**src/rtl/mvau_weight_stream_loader.sv**
```systemverilog
// Streams SIMD*TW-bit weight words from AXI4-Stream into one PE weight memory, addresses 0..WMEM_DEPTH-1.
// Optional macro MVAU_WLOAD_TLAST_CHECK_EN enables tlast framing checks on load_err; otherwise load_err is 0.
module mvau_weight_stream_loader #(
    parameter int SIMD         = 2,
    parameter int TW           = 1,
    parameter int WMEM_DEPTH   = 4,
    parameter int WMEM_ADDR_BW = 4
) (
    input  logic                    aclk,
    input  logic                    aresetn,
    input  logic                    load_start,
    input  logic [SIMD*TW-1:0]      s_axis_tdata,
    input  logic                    s_axis_tvalid,
    input  logic                    s_axis_tlast,
    output logic                    s_axis_tready,
    output logic                    wmem_wr_en,
    output logic [WMEM_ADDR_BW-1:0] wmem_wr_addr,
    output logic [SIMD*TW-1:0]      wmem_wr_data,
    output logic                    load_busy,
    output logic                    load_done,
    output logic                    load_err,
    output logic [1:0]              dbg_state
);

    localparam logic [1:0] S_IDLE = 2'd0;
    localparam logic [1:0] S_LOAD = 2'd1;
    localparam logic [1:0] S_DONE = 2'd2;
    localparam logic [WMEM_ADDR_BW-1:0] LAST_ADDR = WMEM_ADDR_BW'(WMEM_DEPTH - 1);

    logic [1:0]              r_state;
    logic [WMEM_ADDR_BW-1:0] r_cnt;
    logic                    r_tready;
    logic                    r_wr_en;
    logic [WMEM_ADDR_BW-1:0] r_wr_addr;
    logic [SIMD*TW-1:0]      r_wr_data;
    logic                    r_done;

    logic w_hs;
    logic w_at_last;
    logic w_last_hs;
    logic w_start;

    // Handshake: valid/ready both high at a rising edge transfers one word; ready is only ever high in LOAD.
    assign w_hs      = s_axis_tvalid & r_tready;
    assign w_at_last = (r_cnt == LAST_ADDR);
    assign w_last_hs = w_hs & w_at_last;
    assign w_start   = load_start & (r_state != S_LOAD);

    always_ff @(posedge aclk or negedge aresetn) begin
        if (!aresetn) begin
            r_state   <= S_IDLE;
            r_cnt     <= '0;
            r_tready  <= 1'b0;
            r_wr_en   <= 1'b0;
            r_wr_addr <= '0;
            r_wr_data <= '0;
            r_done    <= 1'b0;
        end else begin
            r_wr_en <= w_hs;
            if (w_hs) begin
                r_wr_addr <= r_cnt;
                r_wr_data <= s_axis_tdata;
            end
            case (r_state)
                S_IDLE, S_DONE: begin
                    r_tready <= 1'b0;
                    if (w_start) begin
                        r_state <= S_LOAD;
                        r_cnt   <= '0;
                        r_done  <= 1'b0;
                    end
                end
                S_LOAD: begin
                    // Ready rises one cycle after entry and drops on the edge that takes the final word.
                    r_tready <= ~w_last_hs;
                    if (w_hs) begin
                        r_cnt <= w_at_last ? '0 : r_cnt + 1'b1;
                    end
                    if (w_last_hs) begin
                        r_state <= S_DONE;
                        r_done  <= 1'b1;
                    end
                end
                default: begin
                    r_state  <= S_IDLE;
                    r_tready <= 1'b0;
                end
            endcase
        end
    end

`ifdef MVAU_WLOAD_TLAST_CHECK_EN
    logic r_err;

    // Error when tlast disagrees with "this is the final word"; early tlast does not abort the load.
    always_ff @(posedge aclk or negedge aresetn) begin
        if (!aresetn) begin
            r_err <= 1'b0;
        end else if (w_start) begin
            r_err <= 1'b0;
        end else if (w_hs && (s_axis_tlast != w_at_last)) begin
            r_err <= 1'b1;
        end
    end

    assign load_err = r_err;
`else
    logic w_unused_tlast;

    assign w_unused_tlast = s_axis_tlast;
    assign load_err       = 1'b0;
`endif

    assign s_axis_tready = r_tready;
    assign wmem_wr_en    = r_wr_en;
    assign wmem_wr_addr  = r_wr_addr;
    assign wmem_wr_data  = r_wr_data;
    assign load_busy     = (r_state == S_LOAD);
    assign load_done     = r_done;
    assign dbg_state     = r_state;

endmodule

```
**config.mk**
```make
export PLATFORM = sky130hd
export DESIGN_NAME = mvau_weight_stream_loader
export DESIGN_NICKNAME = d
export VERILOG_FILES = /design/src/rtl/mvau_weight_stream_loader.sv
export SDC_FILE = /design/constraint.sdc
export NUM_CORES = 1
export LEC_CHECK = 0
export CAP_MARGIN = 20
export CORE_MARGIN = 2
export CORE_UTILIZATION = 40
export DETAILED_ROUTE_END_ITERATION = 12
export HOLD_SLACK_MARGIN = 0.1
export PLACE_DENSITY = 0.74
export SYNTH_ARGS = -nofsm -noshare
export SYNTH_HDL_FRONTEND = slang
export SYNTH_SLANG_ARGS = --single-unit
export TNS_END_PERCENT = 50
```
**constraint.sdc**
```tcl
create_clock -name aclk -period 3.4 [get_ports aclk]
set_input_delay 0.85 -clock aclk [delete_from_list [all_inputs] [get_ports aclk]]
set_output_delay 0.85 -clock aclk [all_outputs]
set_load 0.005 [all_outputs]
```
==> impl_metrics.py <==
metrics = {
    "status": {
        "status": "complete, no violations",
    },
    "power": {
        "clkPwrFrac_pct": 15.4,
        "p_sw_share_pct": 30.4,
        "peakVddDrop_v": 0.000301,
        "p_leak_nw": 0.366,
        "pwr-share-seq_pct": 46.6,
        "power_frac_comb_pct": 38.0,
        "p_per_area_nw_per_um2": 739,
        "p_int_w": 0.000437,
        "switching_power_w": 0.000191,
    },
    "cells_and_area": {
        "instances_no_fill": 90,
        "layout.nets": 83,
        "insertedDiodeCount": 0,
        "fin_util_pct": 56.5,
        "area_growth_syn_to_layout_pct": 32.6,
        "drive_gt1_share_pct": 13.5,
    },
    "synth": {
        "yosys.cell_types.count": 21,
        "synth.net_count": 62,
        "seq_area_frac_synth_pct": 58.5,
        "yosysWarnings": 0,
        "yosys.area.top_type": "dfrtp_1",
        "synth_seq_cells": 15,
        "ys_async_sr_fraction_pct": 100,
        "syn-cell-area_um2": 642,
        "post-synth-top-count-cell": "dfrtp_1",
        "synthTopCellsByArea": "dfrtp_1 58%, mux2_2 8.8%, nand3_1 4.7%",
        "synth_enable_flop_cells": 0,
        "synth_cells": 54,
        "avgSynthCellArea_um2": 11.9,
        "synthTopCellsByCount": "15 x dfrtp_1, 6 x nand3_1, 5 x mux2_2, 4 x inv_1, 4 x o21ai_0",
        "synth.top_cell.area_share_pct": 58.5,
        "ys.flop_type": "dfrtp_1",
    },
    "timing": {
        "tightestPinTransition_ns": 0.630,
        "slew_headroom_pct": 57.9,
        "hold_ws_ns": 0.479,
        "period_needed_ns": 2.37,
        "skew_ns": 0.00160,
        "setup_viol": 0,
        "slew_viol_final": 0,
        "hold_viol": 0,
        "rsz0062_at_grt": "false",
        "fin_tns_setup_ns": 0,
        "fin_crit_sh_pct": 69.8,
        "setup_ws_ns": 1.03,
        "max_freq_mhz": 421,
    },
    "clocking": {
        "cts_tree": "built",
        "cts_inserted_buffers": 3,
        "cts_setup_buffers": 0,
        "clock-root-buffer": "clkbuf_4",
        "cts.path.max_buffers": 2,
        "cts_max_level": 1,
        "insertion_delay_ns": 0.27,
        "holdBufCountCts": 0,
        "ctsResizeCount": 0,
        "cts.sinks": 15,
        "cts.clk_slew.worst_paths_ns": 0.08,
    },
    "critical_path": {
        "cp_top_family": "buffers and inverters",
        "slowest_delay_ns": 0.52,
        "critPathBufInv": 2,
        "crit_cells": 3,
        "crit_arrival_ns": 1.52,
        "start_kind": "flop",
        "ff2ff_path_depth": 4,
        "critPathKind": "reg -> out",
        "slowest_stage": "clkdlybuf4s50_1",
        "crit_chain": "nand2b_1 > inv_1 > clkdlybuf4s50_1",
        "worstPathMaxFanout": 4,
        "end_kind": "output port",
        "worstPathRequired_ns": 2.55,
    },
    "global_routing": {
        "grt_usage_pct": 14.3,
        "grt_pass1_vias": 460,
        "grt_max_degree": 16,
        "grt_pass1_wl_um": 1960,
        "antenna_found_initial": 0,
        "grt_overflow": 0,
    },
    "hold_path": {
        "holdCritPathClass": "reg -> reg",
        "holdPathStages": 2,
    },
    "floorplan": {
        "ios": 20,
        "die_h_um": 44.1,
        "die_area_um2": 1940,
        "initial_core_util_pct": 42.6,
        "core_area_um2": 1510,
        "die_w_um": 44.1,
        "rows": 14,
    },
    "placement": {
        "placement.io_buffers": 17,
        "post-place-ws_ns": 1.28,
        "place.gp.congestion": 0.762,
        "dp.cells": 86,
        "dp_hpwl_um": 856,
    },
    "job": {
        "drv_cap": 0,
    },
    "detailed_routing": {
        "drt_iter0_drc": 8,
        "via_count": 466,
        "wl_per_cell_um": 12.6,
        "ant_nets": 0,
        "firstDrtPassIters": 4,
        "vias_per_cell": 5.18,
        "wl_um": 1130,
        "drc": 0,
    },
}
-- power groups by stage --
stage	clock network, W	registers, W	logic (W)
finish	0.0000965	0.000293	0.000239
global route	0.000114	0.000304	0.000267
CTS	0.000103	0.000295	0.000242
detailed placement	0	0.000298	0.000242
global placement	0	0.000294	0.000235
floorplan	0	0.000294	0.000117
-- area by class of cell --
class | count | area [um2]
repair buffers | 17 | 170
well taps | 16 | 20.0
clock buffers | 4 | 26.3
fillers | 134 | 656
flip-flops and latches | 15 | 375
inverters | 4 | 15.0
multi-input cells | 34 | 244
-- cell usage in the layout (no fill, tap or decap), drive strengths merged --
master / count
clkdlybuf4s50: 17
dfrtp: 15
nand3: 6
mux2: 5
inv: 4
o21ai: 4
nand2: 4
clkbuf: 4
nand2b: 3
nor3b: 1
nor2b: 1
nor2: 1
nand4b: 1
nand4: 1
or3: 1
o31ai: 1
nand3b: 1
o22ai: 1
a32o: 1
ha: 1
conb: 1
-- cells by family after synthesis --
logic type / synth area share [%]
AO/OA/AOI/OAI: 6.82
adder cells (fa/ha/maj): 1.95
buffers and inverters: 3.51
flip-flops: 58.5
multiplexers: 8.77
other: 0.584
AND/OR/NAND/NOR: 19.9
-- flip-flops by register name (all words and copies together), names as in the netlist --
| signal | cells |
|---|---|
| wmem_wr_en | 1 |
| dbg_state | 2 |
| r_cnt | 4 |
| s_axis_tready | 1 |
| wmem_wr_addr | 4 |
| wmem_wr_data | 2 |
| load_done | 1 |
-- final timing paths --
kind                                               endpoint  slack, ns                   startpoint
worst max register to register     dbg_state[0]$_DFFE_PN0P_       1.95         r_cnt[0]$_DFFE_PN0P_
max in group asynchronous           s_axis_tready$_DFF_PN0_       2.03                      aresetn
min in group asynchronous       wmem_wr_data[0]$_DFFE_PN0N_       0.96                      aresetn
worst min-delay path            wmem_wr_addr[2]$_DFFE_PN0N_       0.48  wmem_wr_addr[2]$_DFFE_PN0N_
worst min register to register  wmem_wr_addr[2]$_DFFE_PN0N_       0.48  wmem_wr_addr[2]$_DFFE_PN0N_
worst max-delay path                              load_busy       1.03     dbg_state[1]$_DFFE_PN0P_
-- routing by layer --
| metal | routed length, um | GRT usage, % |
|---|---|---|
| met5 | 0 | 0 |
| met1 | 495 | 15.5 |
| met2 | 575 | 23.8 |
| met3 | 38 | 3.67 |
| met4 | 23 | 10.9 |
-- per-stage QoR --
step,total power (W),cell area (um2)
floorplan,0.000411,642
global placement,0.000529,825
detailed placement,0.000540,825
CTS,0.000640,851
global route,0.000685,851
finish,0.000628,851
-- tightest hold or removal path: stages, from the launching register on --
cell	delay (ns)
dfrtp_1	0.35
nand2_1	0.05
o21ai_0	0.06
(Power assumes the default switching activity.)
==> RTL change, RTL diff (same flow settings) <==
The option `MVAU_WLOAD_TLAST_CHECK_EN` is turned on by a define.
--- a/src/rtl/mvau_weight_stream_loader.sv
+++ b/src/rtl/mvau_weight_stream_loader.sv
@@ -1,5 +1,7 @@
 // Streams SIMD*TW-bit weight words from AXI4-Stream into one PE weight memory, addresses 0..WMEM_DEPTH-1.
 // Optional macro MVAU_WLOAD_TLAST_CHECK_EN enables tlast framing checks on load_err; otherwise load_err is 0.
+`define MVAU_WLOAD_TLAST_CHECK_EN
+
 module mvau_weight_stream_loader #(
     parameter int SIMD         = 2,
     parameter int TW           = 1,
Behaviour: not the same (a bounded check fails within 4 cycles, from zero or initial values and one cycle with aresetn low).
==> RTL change against the unedited design <==
- synthesized area grew 12%
- worst setup slack lost 80 ps
- sequential cell count grew 1
- first-iteration DRC count is the same
- cell area grew 13%
- total power grew 3.3%
- non-clock buffer count grew 2
- die area grew 11%
- wire length grew 16%
- critical endpoint unchanged
- largest power group unchanged
==> RTL change: results <==
[logic_synthesis]
seq_area_frac_synth_pct = 55.7
synth.net_count = 68
ys_top_cells_by_count = dfrtp_1, nand3_1, mux2_1
synth_cell_types = 24
netlist_top_cells_area = dfrtp_1, mux2_1, nand3_1

[placed_design]
detailed_place_hpwl_mm = 1.00
gp_congestion = 0.800

[critical_path]
startpoint = dbg_state[0]
critPathArrivalTime_ps = 1600
critPathMaxFanout = 9

[global_routing]
grtUsageMet3_pct = 5.88
grt_use_met2_pct = 22.2
grt_max_degree = 17
grt_pass1_vias = 438
grt_usage_pct = 14.1

[timing]
worst_slew_pin_slew_ps = 697
finClkSkew_ps = 6.10

[route]
wl_per_cell_um = 12.3
viasPerCell = 4.89
dr.pass1.iters = 3

[final_layout]
final_net_count = 92
drive_above_1_share_pct = 11.0
fillers = 155

[outcome]
outcome = complete, no violations

[hold_path]
hold_start = wmem_wr_data[1]

[clock_tree]
insertion_delay_ps = 280

[pwr]
leakage_nw = 0.410
## RTL change: stage by stage
stage,area (µm²),setup WS [ps]
final,962,947
after global routing,962,863
after CTS,962,941
after detailed placement,940,1250
after global placement,940,1230
after floorplan,718,1820
## RTL change: routing by layer
metal  routed length, µm  vias up
met5                   0        -
met4                  10        0
met3                  81        2
met2                 648       14
met1                 570      247
li1                    -      260
## RTL change: cell families (layout without fill, tap and decap cells)
group | Yosys count | after routing | synth area share, %
buffers and inverters | 3 | 25 | 1.57
DFF | 16 | 16 | 55.7
and+or+nand+nor | 25 | 25 | 22.1
adders and majority gates | 1 | 1 | 1.74
AOI/OAI and AO/OA | 9 | 9 | 9.41
muxes | 6 | 6 | 9.41
## RTL change: power by group
group | switching (mW) | internal [mW] | leakage (nW)
combinational | 0.0914 | 0.155 | 0.214
clock | 0.0523 | 0.0410 | 0.0138
sequential | 0.0573 | 0.252 | 0.182
## RTL change: final timing paths
check,end,slack (ps),depth (start not counted)
setup / recovery,load_busy,950,3
setup reg to reg,load_err,1890,4
max in group asynchronous,wmem_wr_data[0],1970,1
min in group asynchronous,r_cnt[3],990,1
hold reg to reg,wmem_wr_data[1],490,1
hold / removal,wmem_wr_data[1],490,1
## RTL change: area by class of cell
cell class	count	area, µm²	share of cell area, %
Clock buffer	3	22.5	2.34
Inverter	3	11.3	1.17
Multi-Input combinational cell	41	307	31.9
Sequential cell	16	400	41.6
Tap cell	25	31.3	3.25
Timing Repair Buffer	19	190	19.8
## RTL change: critical path: stages, from the launching register on
cell and delay [ps]:
dfrtp_1 520, nand2b_1 200, inv_2 110, clkdlybuf4s50_1 500
